[config.mk]
export PLATFORM = sky130hd
export DESIGN_NAME = renas_mem_sched
export DESIGN_NICKNAME = d
export VERILOG_FILES = /design/src/rtl/renas_mem_sched.sv
export SDC_FILE = /design/constraint.sdc
export NUM_CORES = 1
export LEC_CHECK = 0
export CAP_MARGIN = 15
export CORE_AREA = 2 2 122 124
export DETAILED_ROUTE_END_ITERATION = 12
export DIE_AREA = 0 0 124 126
export GPL_ROUTABILITY_DRIVEN = 0
export PLACE_DENSITY = 0.68
export SLEW_MARGIN = 20
export SYNTH_ARGS = -nofsm -noshare
export SYNTH_HDL_FRONTEND = slang
export SYNTH_SLANG_ARGS = --single-unit
export TNS_END_PERCENT = 20
[constraint.sdc]
create_clock -name mem_clk -period 8.6 [get_ports mem_clk]
set_input_delay 1.72 -clock mem_clk [delete_from_list [all_inputs] [get_ports mem_clk]]
set_output_delay 1.72 -clock mem_clk [all_outputs]
set_load 0.03 [all_outputs]
[src/rtl/renas_mem_sched.sv]
// Access scheduler for one renas main-memory bank: arbitrates fetch, load/store and
// write-buffer drain onto a single-port SRAM and routes read responses back.
module renas_mem_sched #(
    parameter logic [31:0] BASE_ADDR    = 32'h400,
    parameter int unsigned MEM_WORDS    = 1024,
    parameter int unsigned INST_AGE_MAX = 8,
    localparam int unsigned AW          = $clog2(MEM_WORDS)
) (
    input  logic          mem_clk,
    input  logic          rst_n,
    input  logic          inst_req,
    input  logic [31:0]   inst_addr,
    output logic          inst_gnt,
    output logic          inst_rvalid,
    output logic [31:0]   inst_rdata,
    output logic          inst_err,
    input  logic          data_req,
    input  logic          data_we,
    input  logic [31:0]   data_addr,
    input  logic [31:0]   data_wdata,
    output logic          data_gnt,
    output logic          data_rvalid,
    output logic [31:0]   data_rdata,
    output logic          data_err,
    input  logic          wb_req,
    input  logic [31:0]   wb_addr,
    input  logic [31:0]   wb_wdata,
    input  logic          wb_full,
    output logic          wb_gnt,
    output logic          mem_en,
    output logic          mem_we,
    output logic [AW-1:0] mem_addr,
    output logic [31:0]   mem_wdata,
    input  logic [31:0]   mem_rdata
);

    localparam int unsigned AGW = $clog2(INST_AGE_MAX + 1);
    localparam logic [AGW-1:0] AGE_MAX = AGW'(INST_AGE_MAX);

    typedef enum logic [1:0] {SrcNone, SrcInst, SrcData, SrcWb} src_e;

    function automatic logic addr_bad(input logic [31:0] a);
        logic [31:0] off;
        off = a - BASE_ADDR;
        return (a[1:0] != 2'b00) || (a < BASE_ADDR) || ({2'b00, off[31:2]} >= MEM_WORDS);
    endfunction

    function automatic logic [AW-1:0] addr_idx(input logic [31:0] a);
        logic [31:0] off;
        off = a - BASE_ADDR;
        return off[AW+1:2];
    endfunction

    logic           run_q;
    logic [AGW-1:0] inst_age_q, inst_age_d;
    src_e           win;
    logic           inst_el, data_el, wb_el, hazard;
    logic           sel_bad, sel_we;
    logic [31:0]    sel_addr, sel_wdata;
    src_e           tag_src_q, rsp_src_q;
    logic           tag_err_q, tag_rd_q, rsp_err_q, rsp_rd_q;

    // A port whose grant is showing is still holding its old request; mask it.
    assign inst_el = inst_req & ~inst_gnt;
    assign data_el = data_req & ~data_gnt;
    assign wb_el   = wb_req & ~wb_gnt;
    // Once the matching wb has been accepted its write lands before any later read.
    assign hazard  = wb_el & data_req & (wb_addr[31:2] == data_addr[31:2]);

    always_comb begin
        win = SrcNone;
        if (run_q) begin
            if (inst_el && inst_age_q == AGE_MAX) win = SrcInst;
            else if (wb_el && (wb_full || hazard)) win = SrcWb;
            else if (data_el && !hazard)           win = SrcData;
            else if (wb_el)                        win = SrcWb;
            else if (inst_el)                      win = SrcInst;
        end
    end

    always_comb begin
        sel_addr  = inst_addr;
        sel_we    = 1'b0;
        sel_wdata = '0;
        unique case (win)
            SrcData: begin
                sel_addr  = data_addr;
                sel_we    = data_we;
                sel_wdata = data_we ? data_wdata : '0;
            end
            SrcWb: begin
                sel_addr  = wb_addr;
                sel_we    = 1'b1;
                sel_wdata = wb_wdata;
            end
            default: ;
        endcase
        sel_bad = addr_bad(sel_addr);
    end

    always_comb begin
        inst_age_d = inst_age_q;
        if (!inst_req || inst_gnt) begin
            inst_age_d = '0;
        end else if (inst_el && win != SrcInst && inst_age_q != AGE_MAX) begin
            inst_age_d = inst_age_q + 1'b1;
        end
    end

    always_ff @(posedge mem_clk or negedge rst_n) begin
        if (!rst_n) begin
            run_q      <= 1'b0;
            inst_age_q <= '0;
            inst_gnt   <= 1'b0;
            data_gnt   <= 1'b0;
            wb_gnt     <= 1'b0;
            mem_en     <= 1'b0;
            mem_we     <= 1'b0;
            mem_addr   <= '0;
            mem_wdata  <= '0;
            tag_src_q  <= SrcNone;
            tag_err_q  <= 1'b0;
            tag_rd_q   <= 1'b0;
            rsp_src_q  <= SrcNone;
            rsp_err_q  <= 1'b0;
            rsp_rd_q   <= 1'b0;
        end else begin
            run_q      <= 1'b1;
            inst_age_q <= inst_age_d;
            inst_gnt   <= (win == SrcInst);
            data_gnt   <= (win == SrcData);
            wb_gnt     <= (win == SrcWb);
            mem_en     <= (win != SrcNone) && !sel_bad;
            mem_we     <= (win != SrcNone) && !sel_bad && sel_we;
            mem_addr   <= ((win != SrcNone) && !sel_bad) ? addr_idx(sel_addr) : '0;
            mem_wdata  <= ((win != SrcNone) && !sel_bad) ? sel_wdata : '0;
            tag_src_q  <= win;
            tag_err_q  <= (win != SrcNone) && sel_bad;
            tag_rd_q   <= (win == SrcInst || win == SrcData) && !sel_we && !sel_bad;
            rsp_src_q  <= tag_src_q;
            rsp_err_q  <= tag_err_q;
            rsp_rd_q   <= tag_rd_q;
        end
    end

    // SRAM read data arrives the cycle after the command, aligned with the response stage.
    assign inst_rvalid = (rsp_src_q == SrcInst);
    assign inst_err    = inst_rvalid & rsp_err_q;
    assign inst_rdata  = (inst_rvalid && rsp_rd_q) ? mem_rdata : '0;
    assign data_rvalid = (rsp_src_q == SrcData);
    assign data_err    = data_rvalid & rsp_err_q;
    assign data_rdata  = (data_rvalid && rsp_rd_q) ? mem_rdata : '0;

endmodule

==> results.cfg, run 1 <==
[run_status]
status = completed

[critical_path]
critPathLaunchType = input port
crit_fanout = 33
endpoint_kind = flop
worst_ep_required_time_ns = 8.83
crit_type = in2reg
reg2regPathDepth = 16
cp.arrival_ns = 7.64

[timing]
finClkSkew_ns = 0.00753
setup_viol = 0
fin_crit_sh_pct = 86.2
final_hold_viol_count = 0
finalSetupTns_ns = 0
maxSlewViolCount = 0
worst_slew_pin_slew_ns = 0.740
relSlewSlack_pct = 50.7
whs_ns = 0.346
finalCriticalPeriod_ns = 7.41
max_freq_mhz = 135
rsz0062_at_grt = false

[die]
fp-row-count = 44
dieArea_sq_mm = 0.0156
core_sq_mm = 0.0143
die_w_um = 124
boundaryPins = 314
start_util_pct = 28.8
dieHeight_um = 126

[drt]
drc = 0
first_pass_iters = 4
viasPerCell = 5.01
wl_um = 17200
wire_per_inst_um = 18.7
drt-initial-drc-count = 158
ant_nets = 0
vias = 4606

[clock_tree]
clock_latency_ns = 0.32
htreeDepth = 3
postCtsSetupBuffers = 0
cts_buffers = 9
cts_tree = yes
cts_root_buffer = clkbuf_16
path_clk_slew_ns = 0.05
cts_resized = 0
ctsHoldBuffers = 0
clkSinkCount = 60
clk_path_buf_depth = 2

[logic_synthesis]
synth.avg_cell_area_sq_um = 9.43
syn_inst = 437
ys_async_sr_fraction_pct = 100
ys_ff_latch = 60
synth.area.top_cells = dfrtp_1 36%, and3_1 9.9%, nor3_2 9.0%, a22oi_1 5.8%, a22o_1 5.1%
synth_flop_cell = dfrtp_1
syn_area_sq_mm = 0.00412
seq_area_frac_synth_pct = 36.4
ys_types = 45
synth-edff-count = 0
synth_warnings = 0
synth_top_area_share_pct = 36.4
synth_nets = 643
synth_top_cell_by_area = dfrtp_1

[global_route]
grt_pass1_vias = 4698
grt_first_pass_wirelength_um = 25100
grt_remaining_overflow = 0
grt_max_degree = 65
grt_antenna_before_repair = 1
grt_use_total_pct = 21.1

[finish]
nFillCells = 1278
syn_to_final_growth_pct = 85.9
num-nets-final = 936
drive_above_1_share_pct = 9.26
stdcell_count = 919

[place]
dp_hpwl_um = 13900
post-place-cells = 903
portBuffers = 313

[power_and_ir_drop]
p_leak_nw = 3.14
powerDensity_mw_per_mm2 = 117
vdd_drop_max_mv = 0.0725

[min_path]
hold_depth = 0
hp-class = reg2reg

[job]
maxCapViolCount = 0
## cell type report
type	count	area [sq um]	share of cell area [%]
inverters	7	26.3	0.343
flip-flops and latches	60	1500	19.6
diodes	1	2.50	0.0327
well taps	184	230	3.00
repair buffers	320	3180	41.5
multi-input cells	332	2430	31.7
clock buffers	11	243	3.17
clock inverters	4	50.0	0.653
## synthesized netlist by cell type (2+ instances only)
| master | instances |
|---|---|
| a21o_1 | 9 |
| a21oi_1 | 22 |
| a22o_1 | 24 |
| a22oi_1 | 32 |
| a41oi_1 | 2 |
| and2_1 | 3 |
| and3_1 | 65 |
| buf_1 | 2 |
| buf_2 | 2 |
| buf_6 | 4 |
| clkbuf_1 | 29 |
| dfrtp_1 | 60 |
| ha_1 | 7 |
| inv_1 | 7 |
| mux2i_1 | 2 |
| nand2_1 | 6 |
| nand2b_1 | 3 |
| nand3_1 | 8 |
| nand4_1 | 5 |
| nand4b_1 | 2 |
| nor2_1 | 14 |
| nor2b_1 | 7 |
| nor3_1 | 16 |
| nor3_2 | 37 |
| nor4_1 | 5 |
| o21ai_0 | 5 |
| o311ai_0 | 2 |
| o31ai_1 | 6 |
| or3_1 | 2 |
| xnor2_1 | 24 |
| xor2_1 | 11 |
## critical path: stages
cell and delay, ns:
clkdlybuf4s50_1 0.43, xnor2_1 0.45, nand4_1 0.21, nor4_1 0.42, a41oi_1 0.20, nor2_1 0.12, o31ai_1 0.13, inv_1 0.12
ha_2 0.64, buf_4 0.45, o311ai_0 0.30, or3_4 0.42, or3_1 0.43, or3_1 0.40, a2bb2oi_2 0.17, nand4b_4 0.36
buf_4 0.41, nor3_1 0.21
## layout by cell type (no fill, tap or decap), types with 2 or more instances in the layout
cell type | netlist | layout
nand4b_1 | 2 | 2
nor2b_1 | 7 | 7
and2_1 | 3 | 2
xnor2_1 | 24 | 24
nor3_2 | 37 | 37
ha_2 | 0 | 2
mux2i_1 | 2 | 2
dfrtp_1 | 60 | 59
a21o_1 | 9 | 9
xor2_1 | 11 | 11
a21oi_1 | 22 | 22
o31ai_1 | 6 | 6
o311ai_0 | 2 | 2
a22oi_1 | 32 | 32
a22o_1 | 24 | 24
ha_1 | 7 | 5
a41oi_1 | 2 | 2
nor2_1 | 14 | 13
clkbuf_16 | 0 | 9
o21ai_0 | 5 | 5
inv_1 | 7 | 7
nand2b_1 | 3 | 3
nand4_1 | 5 | 5
nand2_1 | 6 | 6
or3_1 | 2 | 2
buf_4 | 1 | 7
nor4_1 | 5 | 5
nor3_1 | 16 | 16
clkdlybuf4s50_1 | 0 | 312
clkinvlp_4 | 0 | 2
nand3_1 | 8 | 8
and3_1 | 65 | 65
## stage by stage
| stage | instance area, sq um | setup slack, ns | power, mW | utilization, % |
|---|---|---|---|---|
| floorplan | 4120 | 3.05 | 0.410 | - |
| global placement | 7360 | 1.05 | 0.549 | 51.4 |
| detailed placement | 7360 | 0.949 | 0.553 | 51.4 |
| CTS | 7650 | 1.26 | 0.909 | 53.5 |
| global route | 7660 | 0.815 | 0.942 | 53.5 |
| finish | 7660 | 1.19 | 0.897 | 53.5 |
## cell families (layout without fill, tap and decap cells)
group | Yosys count | in the layout | synth area share, %
flops | 60 | 60 | 36.4
buf+inv | 45 | 342 | 4.98
compound gates | 109 | 109 | 19.2
simple gates | 178 | 178 | 29.2
mux | 2 | 2 | 0.486
xor+xnor | 35 | 35 | 7.44
fa+ha+maj | 7 | 7 | 2.12
other cells | 1 | 2 | 0.0910
## flip-flops by register name (all words and copies together) (netlist names), 2 cells and up
name        count
rsp_src_q       2
mem_wdata      32
tag_src_q       2
inst_age_q      4
mem_addr       10
## per-layer routing
metal / wire [um] / share of wire (%) / global-route usage (%)
met1: 6020 / 35 / 21.4
met2: 9240 / 54 / 40.8
met3: 1430 / 8.3 / 5.03
met4: 484 / 2.8 / 8.00
met5: 0 / 0 / 0
## power breakdown
group | leakage [nW] | internal [mW] | total [mW] | switching, mW
clock network | 0.138 | 0.230 | 0.348 | 0.119
registers | 0.821 | 0.288 | 0.291 | 0.00307
logic | 2.19 | 0.134 | 0.257 | 0.124
total | 3.14 | 0.652 | 0.897 | 0.245
## worst paths after layout
| check | slack (ns) | startpoint | endpoint |
|---|---|---|---|
| worst max register to register | 3.45 | inst_age_q[0] | mem_addr[2] |
| worst min-delay path | 0.35 | tag_rd_q | rsp_rd_q |
| worst min register to register | 0.35 | tag_rd_q | rsp_rd_q |
| min in group asynchronous | 1.55 | rst_n | mem_wdata[12] |
| max in group asynchronous | 6.50 | rst_n | rsp_rd_q |
| worst max-delay path | 1.19 | data_addr[14] | mem_addr[2] |
Power figures use the tool's default switching activity.
==> run 2: changes to the inputs <==
--- a/config.mk
+++ b/config.mk
@@ -10,7 +10,9 @@
 export DETAILED_ROUTE_END_ITERATION = 12
 export DIE_AREA = 0 0 124 126
 export GPL_ROUTABILITY_DRIVEN = 0
+export MAX_ROUTING_LAYER = met4
 export PLACE_DENSITY = 0.68
+export REMOVE_ABC_BUFFERS = 1
 export SLEW_MARGIN = 20
 export SYNTH_ARGS = -nofsm -noshare
 export SYNTH_HDL_FRONTEND = slang
==> run 2 against run 1 <==
Net effect: via count is 1.3% higher; clock skew is 0.0027 ns lower; combinational power hardly changed; sequential power hardly changed; sequential cell count stayed put; largest cell class unchanged.
==> results.cfg, run 2 (synthesis results as in run 1) <==
[run_status]
status = completed

[die]
dieHeight_um = 126
core_sq_mm = 0.0143
start_util_pct = 28.8
boundaryPins = 314
die_w_um = 124
dieArea_sq_mm = 0.0156
fp-row-count = 44

[global_route]
grt_pass1_vias = 4954
grt_use_total_pct = 22.5
grt_max_degree = 65
grt_remaining_overflow = 0
grt_first_pass_wirelength_um = 25400
grt_antenna_before_repair = 0

[timing]
relSlewSlack_pct = 35.7
worst_slew_pin_slew_ns = 0.963
max_freq_mhz = 143
rsz0062_at_grt = false
whs_ns = 0.350
setup_viol = 0
fin_crit_sh_pct = 81.6
finClkSkew_ns = 0.00482
final_hold_viol_count = 0
finalCriticalPeriod_ns = 7.02
finalSetupTns_ns = 0
maxSlewViolCount = 0

[power_and_ir_drop]
switching_share_pct = 27.8
p_switching_mw = 0.239
seqPwrFrac_pct = 34.0
vdd_drop_max_mv = 0.0774
p_clk_share_pct = 36.2
cell_internal_pwr_mw = 0.620
combPwrFrac_pct = 29.9
powerDensity_mw_per_mm2 = 113
p_leak_nw = 3.14

[clock_tree]
clkSinkCount = 60
cts_tree = yes
cts_buffers = 9
cts_resized = 0
clock_latency_ns = 0.32
cts_root_buffer = clkbuf_16
path_clk_slew_ns = 0.05
ctsHoldBuffers = 0
postCtsSetupBuffers = 0
htreeDepth = 3
clk_path_buf_depth = 2

[finish]
largest-register = mem_wdata
drive_above_1_share_pct = 9.14
final_cell_area_sq_mm = 0.00763
final_common_cell = clkdlybuf4s50_1
final_util_pct = 53.3
antenna_cells = 0
largest_reg_flops = 32
syn_to_final_growth_pct = 85.0
reg_top3 = mem_wdata (32), mem_addr (10), inst_age_q (4)
final_cell_mix = 312 x clkdlybuf4s50_1, 65 x and3_1, 59 x dfrtp_1
num-nets-final = 936
nFillCells = 1299

[drt]
vias = 4667
wl_um = 17300
dr_wl_met3_um = 1490
first_pass_iters = 4
dr_wl_met2_um = 9400
wire_per_inst_um = 18.9
highest_layer = met4
viasPerCell = 5.09
drc = 0
ant_nets = 0
m1WireLength_um = 5740
drt-initial-drc-count = 118

[place]
dp_hpwl_um = 14100
place_area_sq_mm = 0.00736
portBuffers = 313

[critical_path]
endpoint_kind = flop
crit_fanout = 46
worst_ep_required_time_ns = 8.81
crit_type = in2reg
cp.arrival_ns = 7.22
critPathLaunchType = input port

[min_path]
hp-class = reg2reg

[job]
maxCapViolCount = 0
==> run 2: power groups by stage <==
stage	Clock, mW	Combinational [mW]	Sequential (mW)
floorplan	0	0.107	0.297
global placement	0	0.253	0.296
detailed placement	0	0.257	0.296
CTS	0.323	0.258	0.291
global route	0.337	0.278	0.292
finish	0.311	0.256	0.292
==> run 2: stage by stage <==
step / cells / total power, mW / worst slack, ns
6_report: 917 / 0.859 / 1.58
2_1_floorplan: 399 / 0.404 / 1.37
4_1_cts: 917 / 0.872 / 1.61
5_1_grt: 917 / 0.906 / 1.21
3_3_place_gp: 903 / 0.549 / 1.50
3_5_place_dp: 903 / 0.553 / 1.28
==> run 2: final timing paths <==
kind,start,endpoint,slack (ns),depth (start not counted)
worst max-delay path,wb_addr[28],mem_addr[2],1.58,19
worst min-delay path,tag_rd_q,rsp_rd_q,0.35,0
worst max register to register,inst_age_q[0],mem_addr[2],3.36,18
worst min register to register,tag_rd_q,rsp_rd_q,0.35,0
max in group asynchronous,rst_n,rsp_rd_q,6.48,2
min in group asynchronous,rst_n,mem_wdata[4],1.56,2
==> run 2: area by class of cell <==
cell class              instances  area, sq um  area share, %
multi-input cells             332         2430           31.8
well taps                     184          230           3.02
inverters                       7         26.3          0.345
repair buffers                320         3180           41.7
clock buffers                  11          243           3.18
flip-flops and latches         60         1500           19.7
clock inverters                 3         15.0          0.197
==> run 2: worst max-delay path: stages <==
cell             delay, ns
clkdlybuf4s50_1       0.51
xor2_1                0.29
nor4_1                0.09
a41oi_1               0.24
nor2_1                0.06
o31ai_1               0.42
inv_1                 0.16
ha_2                  0.25
buf_4                 0.27
a22o_1                0.32
a21o_1                0.23
inv_1                 0.07
ha_1                  0.22
nand3_1               0.13
or3_1                 0.41
or3_1                 0.41
a2bb2oi_2             0.17
nand4b_4              0.76
nor3_1                0.47
==> run 2: layer usage <==
layer / vias to the layer above / GRT usage [%]
li1: 2213 / -
met1: 2164 / 21.0
met2: 250 / 41.8
met3: 40 / 5.98
met4: 0 / 11.0
met5: - / -
==> run 3: changes to the inputs <==
--- a/config.mk
+++ b/config.mk
@@ -11,7 +11,7 @@
 export DIE_AREA = 0 0 124 126
 export GPL_ROUTABILITY_DRIVEN = 0
 export MAX_ROUTING_LAYER = met4
-export PLACE_DENSITY = 0.68
+export PLACE_DENSITY = 0.7
 export REMOVE_ABC_BUFFERS = 1
 export SLEW_MARGIN = 20
 export SYNTH_ARGS = -nofsm -noshare
==> constraint.sdc (replaced) <==
create_clock -name mem_clk -period 5.85 [get_ports mem_clk]
set_input_delay 1.17 -clock mem_clk [delete_from_list [all_inputs] [get_ports mem_clk]]
set_output_delay 1.17 -clock mem_clk [all_outputs]
set_load 0.03 [all_outputs]
==> run 3 against run 2 <==
Net effect: register-to-register slack got worse by 1.7 ns; clock skew rose by 0.0018 ns; sequential share of layout area fell by 0.71 points; largest cell class unchanged; largest power group unchanged; highest routed layer unchanged.
==> results.cfg, run 3 (synthesis results as in run 1) <==
[die]
dieArea_sq_mm = 0.0156
dieHeight_um = 126
core_sq_mm = 0.0143
start_util_pct = 28.8
boundaryPins = 314
fp-row-count = 44
die_w_um = 124

[finish]
syn_to_final_growth_pct = 91.9
final_cell_area_sq_mm = 0.00791
regArea_sq_mm = 0.00150
largest-register = mem_wdata
antenna_cells = 0
num-nets-final = 956
final_cell_mix = 312 x clkdlybuf4s50_1, 65 x and3_1, 59 x dfrtp_1
largest_reg_flops = 32
drive_above_1_share_pct = 11.9
final_common_cell = clkdlybuf4s50_1
final_util_pct = 55.3
reg_top3 = mem_wdata (32), mem_addr (10), inst_age_q (4)
nFillCells = 1294
multi_input_area_sq_mm = 0.00242

[timing]
setup_ws_ns = 0.245
maxSlewViolCount = 0
final_hold_viol_count = 0
fin_crit_sh_pct = 95.8
max_freq_mhz = 178
finalSetupTns_ns = 0
finClkSkew_ns = 0.00659
worst_slew_pin_slew_ns = 0.822
setup_viol = 0
relSlewSlack_pct = 44.5
rsz0062_at_grt = false
finalCriticalPeriod_ns = 5.61

[drt]
m1WireLength_um = 6030
dr_wl_met3_um = 1480
dr_wl_met2_um = 9570
ant_nets = 0
drc = 0
first_pass_iters = 4
wire_per_inst_um = 18.8
wl_um = 17700
drt-initial-drc-count = 166
vias = 4773
viasPerCell = 5.08
highest_layer = met4

[clock_tree]
path_clk_slew_ns = 0.05
cts_root_buffer = clkbuf_16
htreeDepth = 3
cts_buffers = 9
postCtsSetupBuffers = 0
clock_latency_ns = 0.33
cts_tree = yes
clkSinkCount = 60
clk_path_buf_depth = 2

[critical_path]
critPathLaunchType = input port
worst_ep_required_time_ns = 6.09
cp.arrival_ns = 5.85
crit_type = in2reg
endpoint_kind = flop
crit_fanout = 29

[global_route]
grt_max_degree = 65
grt_first_pass_wirelength_um = 26000
grt_use_total_pct = 22.9
grt_pass1_vias = 4910
grt_remaining_overflow = 0
grt_antenna_before_repair = 0

[place]
place_area_sq_mm = 0.00754
portBuffers = 313
post-place-ws_ns = -0.0489
dp_hpwl_um = 14600

[power_and_ir_drop]
powerDensity_mw_per_mm2 = 185
vdd_drop_max_mv = 0.115
p_leak_nw = 3.29
total_power_mw = 1.47

[run_status]
status = completed

[min_path]
hp-class = reg2reg

[job]
maxCapViolCount = 0
[run 3: cell count changes in the layout (fill, tap and decap cells not counted), moves of 2 or more]
cell / change
buf_12: +2
buf_4: +18
bufinv_16: +3
clkbuf_8: +3
clkinv_2: -3
[run 3: worst paths after layout]
kind                          startpoint       endpoint  slack (ns)  cells past startpoint
max                        data_addr[14]  mem_wdata[12]        0.24                     20
min                             tag_rd_q       rsp_rd_q        0.35                      0
max reg2reg                inst_age_q[0]  mem_wdata[12]        1.63                     17
min reg2reg                     tag_rd_q       rsp_rd_q        0.35                      0
max in group asynchronous          rst_n       rsp_rd_q        4.27                      2
min in group asynchronous          rst_n    mem_addr[5]        1.00                      2
[run 3: where the power goes]
group	internal, mW	leakage [nW]	total (mW)	switching [mW]
Sequential	0.424	0.821	0.429	0.00495
Clock	0.462	0.182	0.640	0.178
Combinational	0.213	2.29	0.397	0.184
[run 3: layout make-up]
class,instances,area share [%]
clock buffer,13,3.54
clock inverter,3,1.14
inverter,7,0.332
multi-input combinational,332,30.7
sequential,60,19.0
tap,184,2.91
timing repair buffer,340,42.4
[run 3: what timing repair did]
item | CTS | global route
hold endpoints to repair | 0 | 0
endpoints found under the setup margin | 0 | 42
gates resized for setup | 0 | 1
hold buffers | 0 | 0
[run 3: metrics by stage]
stage,hold slack [ns],instances
finish,0.349,939
global route,0.351,939
CTS,0.348,939
detailed placement,0.336,923
global placement,0.338,923
floorplan,0.331,399
[run 3: worst max-delay path, stage by stage]
cell and delay (ns):
clkdlybuf4s50_1 0.52, xnor2_1 0.18, nand4_1 0.20, nor4_1 0.10, buf_4 0.14, a41oi_1 0.15
nor2_1 0.06, o31ai_1 0.42, inv_1 0.13, ha_2 0.27, buf_4 0.18, a22o_1 0.23
a21o_1 0.17, or3_4 0.39, or3_1 0.38, or3_1 0.39, a2bb2oi_2 0.17, nand4b_4 0.18
buf_12 0.23, nor3_2 0.18
[run 3: layer usage]
| metal | up-vias | global-route usage, % |
|---|---|---|
| li1 | 2255 | - |
| met4 | 0 | 8.86 |
| met1 | 2238 | 21.9 |
| met3 | 35 | 5.48 |
| met2 | 245 | 43.2 |
| met5 | - | - |
